## src/rtl/register_file.sv

```systemverilog
// 32 x 32-bit integer register file: two asynchronous read ports, one write port.
// x0 is not stored and always reads as zero; address 0 on reg_write means "no write".
module register_file #(
  parameter int DATA_WIDTH = 32,
  parameter int ADDR_WIDTH = 5
) (
  input  logic                  clk,
  input  logic                  rst,
  input  logic [ADDR_WIDTH-1:0] reg_write,
  input  logic [DATA_WIDTH-1:0] write_data,
  input  logic [ADDR_WIDTH-1:0] read1,
  input  logic [ADDR_WIDTH-1:0] read2,
  output logic [DATA_WIDTH-1:0] read_data1,
  output logic [DATA_WIDTH-1:0] read_data2
);

  localparam int DEPTH = 2 ** ADDR_WIDTH;

  // Entry 0 is deliberately absent; reads of x0 are forced to zero below.
  logic [DATA_WIDTH-1:0] regs_q [1:DEPTH-1];
  logic [DATA_WIDTH-1:0] regs_d [1:DEPTH-1];

  always_comb begin
    regs_d = regs_q;
    if (reg_write != '0) begin
      regs_d[reg_write] = write_data;
    end
  end

  always_ff @(posedge clk) begin
    if (rst) begin
      for (int i = 1; i < DEPTH; i++) begin
        regs_q[i] <= '0;
      end
    end else begin
      regs_q <= regs_d;
    end
  end

  // No write-to-read bypass: reads always show the currently stored value.
  always_comb begin
    read_data1 = '0;
    read_data2 = '0;
    if (read1 != '0) begin
      read_data1 = regs_q[read1];
    end
    if (read2 != '0) begin
      read_data2 = regs_q[read2];
    end
  end

endmodule

```

## config.mk

```make
export PLATFORM = sky130hd
export DESIGN_NAME = register_file
export DESIGN_NICKNAME = d
export VERILOG_FILES = /design/src/rtl/register_file.sv
export SDC_FILE = /design/constraint.sdc
export NUM_CORES = 2
export LEC_CHECK = 0
export ABC_AREA = 1
export ABC_CLOCK_PERIOD_IN_PS = 2300
export CAP_MARGIN = 0
export CORE_MARGIN = 2
export CORE_UTILIZATION = 40
export CTS_BUF_LIST = sky130_fd_sc_hd__clkbuf_4
export DETAILED_ROUTE_END_ITERATION = 8
export GPL_TIMING_DRIVEN = 1
export HOLD_SLACK_MARGIN = 0.02
export SLEW_MARGIN = 0
export SYNTH_ARGS = -nofsm -noshare
export SYNTH_HDL_FRONTEND = slang
export SYNTH_SLANG_ARGS = --single-unit
```

## constraint.sdc

```tcl
create_clock -name clk -period 2.3 [get_ports clk]
set_input_delay 0.46 -clock clk [delete_from_list [all_inputs] [get_ports clk]]
set_output_delay 0.46 -clock clk [all_outputs]
set_load 0.05 [all_outputs]
```

==> impl_metrics.csv <==
group,metric,value,unit
layout,reg_top3,"regs_q x992",
floorplanning,die_h,373,um
power_and_ir_drop,netSwitchingPower,13.1,mW
job,max-cap-violations,0,
timing,fmax,0.329,GHz
route,post_drt_via_cell_ratio,5.71,
synthesis,netlist_area,54400,sq um
floorplanning,rows,135,
power_and_ir_drop,p_leak,28.2,nW
layout,nFillCells,13500,
synthesis,ys_ff_latch,992,
power_and_ir_drop,power_density,596,nW/um^2
layout,layoutNonFillerInstCount,11600,
timing,timing.final.max_slew_violations,0,
global_routing,grt.busiest_layer,"met2",
placed_design,hpwl,169000,um
layout,largest-register,"regs_q",
layout,syn2layout_area_growth,28.6,%
critical_path,r2r_start,"regs_q[836]",
timing,skew,0,ps
critical_path,crit_arrival,2580,ps
synthesis,synth_top_area_cell,"dfxtp_1",
critical_path,cp_max_fo,3,
synthesis,synth_top_area_share,36.5,%
route,drt_wl_total,261000,um
hold_path,hp-start,"rst",
layout,final_cell_mix,"nand2_1, nand3_1, a21oi_1, dfxtp_1, buf_4",
clocking,cts_buffers,297,
clocking,cts_buffer_depth,4,
floorplanning,core,135000,sq um
global_routing,use_met1,47.6,%
route,drc,0,
power_and_ir_drop,comb_power_share,16.9,%
timing,finalSetupViolCount,64,
critical_path,critPathLaunch,"regs_q[756]",
floorplanning,initial_core_util,40.2,%
placed_design,place_ws,-407,ps
global_routing,use_met3,8.02,%
synthesis,netlist_top_cells_area,"dfxtp_1, nand2_1, nand3_1",
global_routing,antenna_found_initial,3,
layout,drive_gt1_share,21.9,%
clocking,clk_root_buffer_cell,"clkbuf_4",
power_and_ir_drop,p_int,28.6,mW
power_and_ir_drop,p_seq_share,42.2,%
floorplanning,die-area,139000,sq um
power_and_ir_drop,total_power,41.7,mW
timing,maxSlewHeadroom,54.1,%
status,violations,"negative setup slack",
timing,worstMarginPinSlew,689,ps
timing,fin_crit_sh,132,%
timing,fin_crit,3040,ps
route,vias,66000,
timing,finalHoldViolations,0,
critical_path,worstPathRequired,1840,ps
placed_design,dp.cells,11000,
synthesis,syn_inst,9236,
floorplanning,io_pins,113,
layout,fin_nets,9625,
critical_path,r2r-end,"regs_q[836]",
synthesis,seq_area_frac_synth,36.5,%
synthesis,avgSynthCellArea,5.89,sq um
hold_path,holdCritPathClass,"in2reg",
placed_design,place.gp.congestion,0.969,
timing,setup_tns,-41500,ps
timing,rsz0062_at_grt,"yes",
clocking,worst_skew_pair.late_latency,1330,ps
clocking,htreeDepth,5,
route,drtAntennaViolNets,0,
layout,layout_commonest_cell,"nand2_1",
layout,largest_reg_flops,992,
floorplanning,die_w,373,um
synthesis,synth.net_count,9285,
critical_path,start_kind,"register",
critical_path,critPathKind,"reg2out",
global_routing,grt_usage,35.9,%
clocking,tritoncts,"yes",
critical_path,endpoint,"read_data2[20]",
power_and_ir_drop,swShare,31.3,%
route,routedWlPerCell,22.6,um
clocking,cts_sinks,992,
synthesis,yosysWarnings,0,
power_and_ir_drop,peakVddDrop,0.578,mV
critical_path,r2r_setup_slack,190,ps
critical_path,reg2regPathDepth,15,
power_and_ir_drop,clkPwrFrac,40.9,%
status,status,"complete, but fails checks",
route,drtPass1Iterations,9,
critical_path,crit_path_end_kind,"output pin",
global_routing,grt_start_max_net_pins,105,
global_routing,use_met2,54.0,%
global_routing,first_global_vias,60100,
synthesis,synth_cell_types,15,
global_routing,overflow,0,
route,dr.first_iter.drc_count,9285,
global_routing,grt_pass1_wl,382000,um
timing,setup_ws,-744,ps
placed_design,portBuffers,112,
clocking,path_clk_slew,70,ps
[metrics by stage]
stage / hold slack (ps) / util [%] / cell area [sq um]
floorplan: 449 / - / 54800
global placement: 461 / 47.1 / 63700
detailed placement: 464 / 47.1 / 63700
CTS: 68.8 / 50.8 / 68800
global route: 114 / 51.7 / 70000
finish: 125 / 51.7 / 70000
[cells by family after synthesis]
kind of cell / Yosys count / share of synthesized area [%]
flip-flops: 992 / 36.5
buffers and inverters: 1210 / 8.56
AND/OR/NAND/NOR: 5782 / 42.4
AO/OA/AOI/OAI: 1252 / 12.5
[power groups by stage]
stage          Sequential, mW  Combinational (mW)  Clock [mW]
2_1_floorplan            17.9                3.12           0
3_3_place_gp             18.0                6.44           0
3_5_place_dp             18.0                6.46           0
4_1_cts                  17.6                6.69        17.2
5_1_grt                  17.6                7.27        18.1
6_report                 17.6                7.04        17.1
[layer usage]
metal	part of all wire (%)	up-vias
met4	5.9	2
met2	43	4347
met3	12	942
li1	-	30200
met1	39	30500
met5	0.0027	-
[worst max-delay path: stages, from the launching register on]
cell and delay [ps]:
dfxtp_2 360, nand2_1 60, nand2_1 70, nand2_1 60
nand2_2 120, inv_1 50, nand2_1 80, nand2_2 60
nand2_2 110, inv_4 70, nand2_4 110, buf_12 140
[layout make-up]
type	instances	area, sq um	share of cell area [%]
antenna	9	22.5	0.0322
clock buffer	424	3180	4.55
clock inverter	63	347	0.495
inverter	421	1710	2.44
multi-input combinational	7034	32100	45.9
sequential	992	20200	28.9
tap	1781	2230	3.18
timing repair buffer	830	10200	14.5
[worst min-delay path by stage]
stage / to / slack [ps] / depth (start not counted)
after floorplan: regs_q[872] / 450 / 2
after global placement: regs_q[181] / 460 / 2
after detailed placement: regs_q[58] / 460 / 2
after CTS: regs_q[531] / 70 / 3
after global routing: regs_q[531] / 110 / 3
final: regs_q[531] / 120 / 3
[cell usage after synthesis]
| cell type | instances |
|---|---|
| nand2_1 | 4451 |
| nor2_2 | 6 |
| nand4_1 | 12 |
| inv_1 | 414 |
| inv_2 | 7 |
| buf_2 | 92 |
| a211oi_1 | 218 |
| nand3_1 | 1048 |
| dfxtp_1 | 992 |
| nor2_1 | 262 |
| clkbuf_1 | 604 |
| buf_1 | 93 |
| o21ai_0 | 109 |
| a21oi_1 | 925 |
| nor2_4 | 3 |
[what timing repair did]
item | CTS | global route
gates resized for setup | 556 | 450
endpoints found under the hold margin | 984 | 0
hold buffers | 34 | 0
buffers inserted | 36 | 23
pin swaps | 167 | 290
endpoints found under the setup margin | 64 | 65
(Power assumes the default switching activity.)
